===== config.mk =====
export PLATFORM = sky130hd
export DESIGN_NAME = jtdsp16_do_cache
export DESIGN_NICKNAME = d
export VERILOG_FILES = /design/src/rtl/jtdsp16_pkg.sv /design/src/rtl/jtdsp16_cache_ram.sv /design/src/rtl/jtdsp16_do_cache.sv
export SDC_FILE = /design/constraint.sdc
export NUM_CORES = 1
export LEC_CHECK = 0
export ABC_AREA = 1
export BUFFER_PORTS_ARGS = -buffer_cell sky130_fd_sc_hd__buf_2
export CORE_MARGIN = 3
export CORE_UTILIZATION = 38
export CTS_CLUSTER_SIZE = 16
export DETAILED_ROUTE_END_ITERATION = 8
export REMOVE_ABC_BUFFERS = 1
export SYNTH_ARGS = -nofsm -noshare
export SYNTH_HDL_FRONTEND = slang
export SYNTH_SLANG_ARGS = --single-unit

===== constraint.sdc =====
create_clock -name clk -period 3.57 [get_ports clk]
set_input_delay 0.357 -clock clk [delete_from_list [all_inputs] [get_ports clk]]
set_output_delay 0.357 -clock clk [all_outputs]
set_load 0.005 [all_outputs]

===== src/rtl/jtdsp16_pkg.sv =====
// rtl/jtdsp16_pkg.sv - shared constants for the DSP16 do/redo loop cache
package jtdsp16_pkg;

  localparam logic [1:0] ST_IDLE = 2'd0;
  localparam logic [1:0] ST_LOAD = 2'd1;
  localparam logic [1:0] ST_RUN  = 2'd2;

  localparam int DO_NI_MAX = 15;

  // do_data layout: [10:7] = NI, [6:0] = K
  localparam int DO_NI_MSB = 10;
  localparam int DO_NI_LSB = 7;
  localparam int DO_K_MSB  = 6;
  localparam int DO_K_LSB  = 0;

endpackage


===== src/rtl/jtdsp16_cache_ram.sv =====
// rtl/jtdsp16_cache_ram.sv - DEPTHx16 register file, sync write, async read, async clear
module jtdsp16_cache_ram #(
  parameter int DEPTH = 15,
  parameter int AW    = 4,
  parameter int DW    = 16
) (
  input  logic          clk,
  input  logic          rst_n,
  input  logic          we,
  input  logic [AW-1:0] waddr,
  input  logic [DW-1:0] din,
  input  logic [AW-1:0] raddr,
  output logic [DW-1:0] dout
);

  localparam logic [AW:0] LIM = (AW+1)'(DEPTH);

  logic [DW-1:0] r_mem [DEPTH];

  always_ff @(posedge clk or negedge rst_n) begin
    if (!rst_n) begin
      for (int i = 0; i < DEPTH; i++) r_mem[i] <= '0;
    end else if (we && ({1'b0, waddr} < LIM)) begin
      r_mem[waddr] <= din;
    end
  end

  assign dout = ({1'b0, raddr} < LIM) ? r_mem[raddr] : '0;

endmodule


===== src/rtl/jtdsp16_do_cache.sv =====
// rtl/jtdsp16_do_cache.sv - do/redo loop sequencer: captures NI words from ROM, replays them K times
module jtdsp16_do_cache
  import jtdsp16_pkg::*;
#(
  parameter int DEPTH = DO_NI_MAX
) (
  input  logic        clk,
  input  logic        rst_n,
  input  logic        cen,
  input  logic        fetch,
  input  logic        do_start,
  input  logic [10:0] do_data,
  input  logic [15:0] rom_dout,
  output logic [15:0] cache_dout,
  output logic        cache_sel,
  output logic        pc_hold,
  output logic        busy,
  output logic [6:0]  loop_cnt,
  output logic        fault
);

  logic [1:0] r_state;
  logic [3:0] r_ni;
  logic [3:0] r_idx;
  logic [6:0] r_cnt;
  logic       r_fault;

  logic [3:0] w_ni;
  logic [6:0] w_k;
  logic       w_last;
  logic       w_we;

  assign w_ni   = do_data[DO_NI_MSB:DO_NI_LSB];
  assign w_k    = do_data[DO_K_MSB:DO_K_LSB];
  assign w_last = (r_idx == r_ni - 4'd1);
  assign w_we   = cen && fetch && (r_state == ST_LOAD);

  always_ff @(posedge clk or negedge rst_n) begin
    if (!rst_n) begin
      r_state <= ST_IDLE;
      r_ni    <= '0;
      r_idx   <= '0;
      r_cnt   <= '0;
      r_fault <= 1'b0;
    end else if (cen) begin
      r_fault <= 1'b0;
      case (r_state)
        ST_IDLE: begin
          if (do_start) begin
            if (w_ni != 4'd0) begin
              r_ni    <= w_ni;
              r_idx   <= '0;
              // K<=1 still caches the body but leaves nothing to replay
              r_cnt   <= (w_k >= 7'd2) ? w_k - 7'd1 : 7'd0;
              r_state <= ST_LOAD;
            end else if (w_k != 7'd0) begin
              if (r_ni != 4'd0) begin
                r_idx   <= '0;
                r_cnt   <= w_k;
                r_state <= ST_RUN;
              end else begin
                r_fault <= 1'b1;
              end
            end
          end
        end
        ST_LOAD: begin
          if (do_start) r_fault <= 1'b1;
          if (fetch) begin
            if (w_last) begin
              r_idx   <= '0;
              r_state <= (r_cnt != 7'd0) ? ST_RUN : ST_IDLE;
            end else begin
              r_idx <= r_idx + 4'd1;
            end
          end
        end
        ST_RUN: begin
          if (do_start) r_fault <= 1'b1;
          if (fetch) begin
            if (w_last) begin
              r_idx <= '0;
              r_cnt <= r_cnt - 7'd1;
              if (r_cnt == 7'd1) r_state <= ST_IDLE;
            end else begin
              r_idx <= r_idx + 4'd1;
            end
          end
        end
        default: r_state <= ST_IDLE;
      endcase
    end
  end

  jtdsp16_cache_ram #(
    .DEPTH (DEPTH),
    .AW    (4),
    .DW    (16)
  ) u_ram (
    .clk   (clk),
    .rst_n (rst_n),
    .we    (w_we),
    .waddr (r_idx),
    .din   (rom_dout),
    .raddr (r_idx),
    .dout  (cache_dout)
  );

  assign cache_sel = (r_state == ST_RUN);
  assign pc_hold   = (r_state == ST_RUN);
  assign busy      = (r_state != ST_IDLE);
  assign loop_cnt  = r_cnt;
  assign fault     = r_fault;

endmodule


==> metrics.yaml, run 1 <==
run_status: "finished clean"
path_buf_inv: 4
worstPathRequired_ps: 3210
max_slew_margin_pct: 45.8
cts_buffers: 28
setup_viol: 0
post_synth_adder_cell_area_pct: 1.48
worstPathMaxFanout: 33
h_tree_lvl_count: 1
dp_cells: 1973
fin_crit_ps: 3090
grt_first_pass_wirelength_um: 55000
arrival_ps: 2730
post-synth-top-count-cell: "nand2_1"
synthArstFlopShare_pct: 100
drt_iter0_markers: 857
drt_pre_antenna_iters: 5
pint_mw: 6.49
period_share_pct: 86.5
die_span_in_x_um: 189
clock_tree_root_buffer_cell: "clkbuf_16"
crit_path_start_kind: "register"
die_h_um: 189
coreArea_um2: 32800
grt_overflow_total: 0
die_area_um2: 35700
post_detail_place_hpwl_um: 19300
power.leakage_nw: 6.60
max_cap_violations: 0
num-nets-final: 1611
timing_max_transition_violations_final: 0
clkSlewWorstSetupHoldPaths_ps: 60
post-route-drc-count: 0
crit_family: "buffers and inverters"
start_util_pct: 38.8
cts_setup_buffers: 0
fmax_mhz: 324
finalNonFillerCells: 2025
min_path_type: "in2reg"
numPortBuffers: 58
finalHoldViolations: 0
routed_wl_um: 34100
synth-compound-area-share_pct: 18.9
worst_ir_drop_vdd_mv: 0.536
rsz_0062_raised_after_global_routing: "false"
worstSkewPairLatency_ps: 580
mux_cell_area_share_after_synthesis_pct: 0.0886
max-clock-path-buffers: 3
r2r_slack_ps: 1040
synth_commonest_cells: "nand2_1 (387), dfrtp_1 (258), o21ai_0 (218), nor2_1 (176), o21ai_1 (167)"
boundaryPins: 59
worst_path_largest_cell_delay_ps: 600
synth_edf_count: 0
power.share.switching_pct: 37.1
pwr-share-comb_pct: 34.0
postCtsResizedCells: 0
share_seq_of_total_power_pct: 37.4
power-per-cell-area_nw_per_um2: 731
via_count: 10600
synth_sequential_area_ratio_pct: 50.8
layout-area-overhead-vs-synth_pct: 11.0
final_core_utilization_pct: 43.1
critPathKind: "reg2out"
timing_worst_slew_pin_value_ps: 813
switching_power_mw: 3.83
final_layout_worst_hold_slack_ps: 37.2
post_drt_wl_per_cell_um: 16.8
worstPathCellList: "inv_2 -> buf_4 -> o21ai_0 -> o21ai_0 -> nand2_1 -> nand2_1 -> inv_1 -> a31oi_1 -> buf_2"
first_global_vias: 9961
syn_avg_cell_area_um2: 8.14
antenna_found_initial: 0
tritoncts_clock_tree: "done"
avgViaCountPerCell: 5.24
fin_skew_ps: 41.6
synthDominantAreaCellType: "dfrtp_1"
worst_path_max_delay_cell: "inv_2"
ys_warn_count: 0
post_synthesis_simple_gate_area_fraction_pct: 20.9
cts_sinks: 258
drive_gt1_share_pct: 9.92
end_kind: "output pin"
num_antenna_cells: 0
power.share.clock_pct: 28.5
post-synth-top-area-fraction_pct: 50.8
place_congestion: 0.832
synth.area.top_cells: "dfrtp_1 (51%), nand2_1 (11%), o21ai_0 (8.6%)"
post_synth_xor_area_fraction_pct: 0.344
syn-cell-area_um2: 12700
grt_max_degree: 95
synth_top_family_by_area: "simple AND/OR/NAND/NOR gates"
drtAntennaViolNets: 0
synth_cell_types: 38
synth_seq_cells: 258
grt_resource_usage_total_pct: 18.9
rows: 66
fin_tns_setup_ps: 0
dominantRegCellSynth: "dfrtp_1"
postSynthCellCount: 1563
-- stage by stage --
| stage | cell area (um^2) | total power, mW | setup WS [ps] |
|---|---|---|---|
| after floorplan | 12100 | 6.18 | -1120 |
| after global placement | 13100 | 7.36 | 1080 |
| after detailed placement | 13100 | 7.40 | 1060 |
| after CTS | 14100 | 10.4 | 496 |
| after global routing | 14100 | 11.1 | 300 |
| final | 14100 | 10.3 | 482 |
-- placed cells by master, fill, tap and decap left out, types with 3 or more instances in the layout --
| master | Yosys | final |
|---|---|---|
| nand4_1 | 3 | 3 |
| nand2_2 | 3 | 3 |
| o22ai_1 | 16 | 16 |
| nand2_1 | 387 | 387 |
| o21ai_1 | 167 | 167 |
| dlygate4sd3_1 | 0 | 3 |
| buf_2 | 35 | 57 |
| clkbuf_8 | 0 | 7 |
| ha_1 | 15 | 15 |
| o21ai_0 | 218 | 218 |
| nand3_4 | 10 | 10 |
| nor2_4 | 3 | 3 |
| a21oi_1 | 33 | 33 |
| nor2_1 | 176 | 175 |
| dfrtp_1 | 258 | 256 |
| buf_4 | 26 | 19 |
| xnor2_1 | 3 | 3 |
| inv_1 | 71 | 71 |
| buf_12 | 0 | 4 |
| a31oi_1 | 16 | 16 |
| o211ai_1 | 8 | 8 |
| clkbuf_16 | 0 | 28 |
| clkbuf_1 | 37 | 7 |
| nand3_1 | 41 | 41 |
| clkinv_2 | 0 | 3 |
| inv_2 | 4 | 3 |
-- final cells by class --
cell class,count,area (um^2)
fill,3333,18700
clock inverter,7,118
timing repair buffer,84,553
clock buffer,42,823
inverter,77,295
tap,442,553
sequential,258,6460
multi-input combinational,1115,5310
-- power by group through the flow --
stage                     combinational [mW]  clock (mW)  sequential, mW
after floorplan                         2.23           0            3.95
after global placement                  3.47           0            3.89
after detailed placement                3.50           0            3.90
after CTS                               3.52        3.02            3.85
after global routing                    4.01        3.13            3.93
final                                   3.51        2.95            3.86
-- worst reg2reg max path: cells and delay by family, from the launching register on --
kind	cells	cell delay, ps
adder cells (fa/ha/maj)	1	290
AND/OR/NAND/NOR	3	1160
buffers and inverters	1	160
AO/OA/AOI/OAI	1	330
flip-flops	1	490
-- final timing paths --
check,from,endpoint,depth (start not counted)
max,r_idx[1],cache_dout[1],9
min in group asynchronous,rst_n,u_ram.r_mem[96],2
min reg2reg,u_ram.r_mem[203],u_ram.r_mem[203],2
max reg2reg,r_idx[0],u_ram.r_mem[191],6
min,rom_dout[11],u_ram.r_mem[123],3
max in group asynchronous,rst_n,u_ram.r_mem[63],3
-- flip-flops by register name, indices dropped and copies added, names as in the netlist --
name,count
r_idx,4
u_ram.r_mem,240
r_state,2
r_ni,4
loop_cnt,7
fault,1
-- metal layers --
layer  vias to the layer above  part of all wire [%]  GRT usage [%]
met5                         -                     0              0
met4                         0                   2.5           4.93
met3                        58                   5.3           2.80
met2                       289                    44           29.4
met1                      5116                    48           27.8
li1                       5139                     -              -
-- cells by family (layout without fill, tap and decap cells) --
group / Yosys count / count (layout)
muxes: 1 / 1
AOI/OAI and AO/OA: 463 / 463
and+or+nand+nor: 631 / 631
buffers and inverters: 190 / 210
adders and majority gates: 15 / 15
DFF: 258 / 258
xor gates and xnor gates: 5 / 5
-- timing repair --
action	in CTS	in global routing
hold buffers	3	0
endpoints found under the hold margin	85	0
endpoints found under the setup margin	0	0
Power figures use the tool's default switching activity.
==> inputs of run 2 (changes only) <==
- CORE_UTILIZATION: 38 -> 60
- PLACE_DENSITY: default -> 0.78
- SLEW_MARGIN: default -> 10
==> run 2 against run 1 <==
  * Cell count is 8.3% lower
  * Routed wire length shrank 5.8%
  * Non-clock buffer count increased by 1
  * Critical path depth did not move
  * First-iteration DRC count rose by 9.5%
  * Fmax rose by 0.76%
  * Flip-flop and latch count stayed put
  * Largest power group unchanged
  * Highest routed layer unchanged
==> metrics.yaml, run 2 (synthesis results as in run 1) <==
coreArea_um2: 20600
die_h_um: 152
drt_pre_antenna_iters: 5
fmax_mhz: 326
cts_buffers: 28
run_status: "finished clean"
worst_path_max_delay_cell: "buf_4"
timing_worst_slew_pin_value_ps: 903
num_antenna_cells: 0
h_tree_lvl_count: 1
worst_setup_path_startpoint: "r_idx[0]"
power.share.switching_pct: 36.5
routed_wl_um: 32100
max_cap_violations: 0
grt_resource_usage_total_pct: 28.3
place_congestion: 0.841
cts_sinks: 258
largest_reg_flops: 240
crit_path_start_kind: "register"
arrival_ps: 2710
tritoncts_clock_tree: "done"
cts_hold_buf: 1
worstPathMaxFanout: 54
start_util_pct: 61.8
setup_viol: 0
max-clock-path-buffers: 3
fin_crit_ps: 3070
pwr-share-comb_pct: 33.1
hp-start: "rom_dout[8]"
numPortBuffers: 58
r2r_slack_ps: 960
finalHoldViolations: 0
worst_path_largest_cell_delay_ps: 550
rsz_0062_raised_after_global_routing: "false"
fin_tns_setup_ps: 0
drtAntennaViolNets: 0
end_kind: "output pin"
worstSkewPairLatency_ps: 550
power-per-cell-area_nw_per_um2: 741
clkSlewWorstSetupHoldPaths_ps: 60
timing_max_transition_violations_final: 0
via_count: 10800
final_layout_worst_hold_slack_ps: 39.4
share_seq_of_total_power_pct: 37.6
worstPathCellList: "clkinv_2 -> buf_4 -> o21ai_0 -> o21ai_0 -> nand2_1 -> nand2_1 -> inv_1 -> a31oi_1 -> buf_2"
antenna_found_initial: 0
avgViaCountPerCell: 5.80
die_area_um2: 23000
post_detail_place_hpwl_um: 18500
grt_max_degree: 118
power.share.clock_pct: 29.3
cts_setup_buffers: 0
top_register: "u_ram.r_mem"
pint_mw: 6.58
grt_overflow_total: 0
dp_worst_setup_slack_ps: 1010
layout-area-overhead-vs-synth_pct: 9.88
worst_ir_drop_vdd_mv: 0.403
fin_skew_ps: 21.5
post_drt_wl_per_cell_um: 17.3
grt_first_pass_wirelength_um: 52300
power.leakage_nw: 6.64
post-route-drc-count: 0
first_global_vias: 10200
final_critical_path_setup_slack_ps: 505
clock_tree_root_buffer_cell: "clkbuf_16"
rows: 52
layout_common_cells: "nand2_1 (387), dfrtp_1 (256), o21ai_0 (218)"
max_slew_margin_pct: 39.8
worst_r2r_startpoint: "r_idx[1]"
num-nets-final: 1612
min_path_type: "in2reg"
die_span_in_x_um: 152
switching_power_mw: 3.78
boundaryPins: 59
layout.cells.most_common: "nand2_1"
drive_gt1_share_pct: 10.6
drt_iter0_markers: 938
worstPathRequired_ps: 3210
place_area_um2: 13000
critPathKind: "reg2out"
postCtsResizedCells: 0
period_share_pct: 85.9
final_cell_area_um2: 14000
run 2: final timing paths:
path / depth (start not counted) / end
setup / recovery: 9 / cache_dout[11]
min in group asynchronous: 2 / u_ram.r_mem[146]
hold reg to reg: 2 / u_ram.r_mem[37]
hold / removal: 3 / u_ram.r_mem[120]
setup reg to reg: 8 / u_ram.r_mem[130]
max in group asynchronous: 3 / loop_cnt[3]
run 2: worst max-delay path: cells and delay by family (launching register included):
kind | cells | cell delay [ps]
compound gates | 3 | 500
simple gates | 2 | 150
buf+inv | 4 | 1000
flops | 1 | 500
run 2: routing by layer:
layer | wire length, um | track usage [%] | up-vias | part of all wire [%]
li1 | - | - | 5157 | -
met1 | 14100 | 39.4 | 5166 | 44
met2 | 14800 | 45.8 | 383 | 46
met3 | 2360 | 5.03 | 67 | 7.3
met4 | 842 | 8.67 | 0 | 2.6
met5 | 0 | 0 | - | 0
run 2: final cells by class:
| class | instances | area (um^2) |
|---|---|---|
| Clock buffer | 43 | 887 |
| Fill cell | 1736 | 6590 |
| Timing Repair Buffer | 85 | 568 |
| Tap cell | 270 | 338 |
| Clock inverter | 9 | 109 |
| Sequential cell | 258 | 6460 |
| Multi-Input combinational cell | 1115 | 5310 |
| Inverter | 77 | 295 |
run 2: stage by stage:
stage	power, mW	cells	utilization, %
2_1_floorplan	6.18	1450	-
3_3_place_gp	7.23	1804	63.1
3_5_place_dp	7.31	1804	63.1
4_1_cts	10.4	1857	68.0
5_1_grt	11.1	1857	68.0
6_report	10.4	1857	68.0
run 2: power by group through the flow:
stage	Clock [mW]	Sequential [mW]	Combinational, mW
after floorplan	0	3.95	2.23
after global placement	0	3.90	3.32
after detailed placement	0	3.92	3.39
after CTS	3.06	3.88	3.42
after global routing	3.20	3.96	3.90
final	3.04	3.89	3.43
==> inputs of run 3 (changes only) <==
- CTS_BUF_LIST: default -> sky130_fd_sc_hd__clkbuf_2
- PLACE_DENSITY: 0.78 -> 0.82
==> run 3 against run 2 <==
  * Cell area decreased by 2.1%
  * Utilization decreased by 1.4 points
  * Clock skew increased by 51 ps
  * Combinational power increased by 2%
  * Count of clock-buffer cells in the layout increased by 52
  * Critical path type unchanged
  * Largest power group unchanged
==> metrics.yaml, run 3 (synthesis results as in run 1) <==
run_status: "finished clean"
drtAntennaViolNets: 0
timing_max_transition_violations_final: 0
start_util_pct: 61.8
worstPathRequired_ps: 3210
numPortBuffers: 58
grt_max_degree: 98
via_count: 11100
boundaryPins: 59
die_span_in_x_um: 152
cts_buffers: 67
drive_gt1_share_pct: 12.7
grt_first_pass_wirelength_um: 52800
timing_worst_slew_pin_value_ps: 1010
largest_reg_flops: 240
tritoncts_clock_tree: "done"
h_tree_lvl_count: 3
fin_crit_ps: 3370
worstPathMaxFanout: 88
worst_path_largest_cell_delay_ps: 770
drt_iter0_markers: 1095
die_h_um: 152
layout_common_cells: "nand2_1 (387), dfrtp_1 (256), o21ai_0 (218)"
rows: 52
clock_tree_root_buffer_cell: "clkbuf_2"
grt_overflow_total: 0
crit_path_start_kind: "register"
final.fill_count: 1730
post_detail_place_hpwl_um: 18200
rsz_0062_raised_after_global_routing: "false"
power.leakage_nw: 6.63
post_drt_wl_per_cell_um: 16.6
end_kind: "output pin"
layout-area-overhead-vs-synth_pct: 7.60
grt_resource_usage_total_pct: 28.9
die_area_um2: 23000
arrival_ps: 3010
place_congestion: 0.825
min_path_type: "in2reg"
final_layout_worst_hold_slack_ps: 43.8
clkSlewWorstSetupHoldPaths_ps: 100
num-nets-final: 1665
top_register: "u_ram.r_mem"
setup_viol: 0
worstPathCellList: "buf_4 -> o21ai_0 -> o21ai_0 -> nand2_1 -> nand2_1 -> inv_1 -> a31oi_1 -> buf_2"
r2r_slack_ps: 850
power-per-cell-area_nw_per_um2: 675
finalHoldViolations: 0
routed_wl_um: 32000
avgViaCountPerCell: 5.78
cts_sinks: 258
fin_tns_setup_ps: 0
coreArea_um2: 20600
worst_ir_drop_vdd_mv: 0.409
fin_skew_ps: 73.0
max_cap_violations: 0
cts_setup_buffers: 0
critPathKind: "reg2out"
layout.cells.most_common: "nand2_1"
post-route-drc-count: 0
worst_path_max_delay_cell: "buf_4"
antenna_found_initial: 1
drt_pre_antenna_iters: 5
first_global_vias: 10500
max_slew_margin_pct: 32.7
period_share_pct: 94.3
fmax_mhz: 297
max-clock-path-buffers: 3
worstSkewPairLatency_ps: 840
run 3: changes by cell type in the layout (fill, tap and decap cells not counted), moves of 5 or more:
| cell | previous run | this run |
|---|---|---|
| clkinv_2 | 6 | 1 |
| buf_4 | 21 | 12 |
| clkbuf_16 | 28 | 0 |
| dlygate4sd3_1 | 1 | 23 |
| clkinv_1 | 0 | 7 |
| clkbuf_2 | 0 | 95 |
| clkbuf_8 | 13 | 0 |
run 3: metal layers:
layer  wire length [um]  global-route usage [%]  vias up
li1                   -                       -     5302
met1              14100                    41.0     5311
met2              14800                    44.7      455
met3               2420                    6.07       75
met4                747                    9.93        0
met5                  0                       0        -
run 3: final timing paths:
kind / start / to / cells after the start
max in group asynchronous: rst_n / u_ram.r_mem[0] / 3
max: r_idx[1] / cache_dout[13] / 8
min in group asynchronous: rst_n / u_ram.r_mem[111] / 2
min: rom_dout[7] / u_ram.r_mem[23] / 3
min reg2reg: u_ram.r_mem[81] / u_ram.r_mem[81] / 2
max reg2reg: r_idx[0] / u_ram.r_mem[16] / 8
run 3: final cells by class:
type	count	area, um^2	share of cell area [%]
tap	270	338	2.47
multi-input combinational	1115	5310	38.8
timing repair buffer	99	741	5.41
antenna	1	2.50	0.0183
clock buffer	95	475	3.48
sequential	258	6460	47.2
clock inverter	13	53.8	0.393
inverter	77	297	2.17
run 3: through the flow:
stage	setup WS, ps	util [%]	instance area, um^2	power (mW)	std cells
after floorplan	-1120	-	12100	6.18	1450
after global placement	1040	62.8	12900	7.23	1796
after detailed placement	937	62.8	12900	7.33	1796
after CTS	170	66.5	13700	9.24	1927
after global routing	11.1	66.5	13700	9.99	1928
final	205	66.5	13700	9.23	1928
run 3: timing repair:
action	4_1_cts	5_1_grt
hold buffers	23	0
endpoints found under the hold margin	218	0
resized for setup	0	1
endpoints found under the setup margin	0	1
run 3: power breakdown:
group,total [mW],internal (mW),leakage (nW),switching (mW)
sequential,3.84,3.49,3.48,0.353
combinational,3.50,1.25,2.73,2.25
clock,1.89,0.703,0.427,1.18
run 3: critical path: cells and delay by family, from the launching register on:
family,cells,cell delay [ps]
buffers and inverters,3,990
AO/OA/AOI/OAI,3,610
flip-flops,1,390
AND/OR/NAND/NOR,2,170
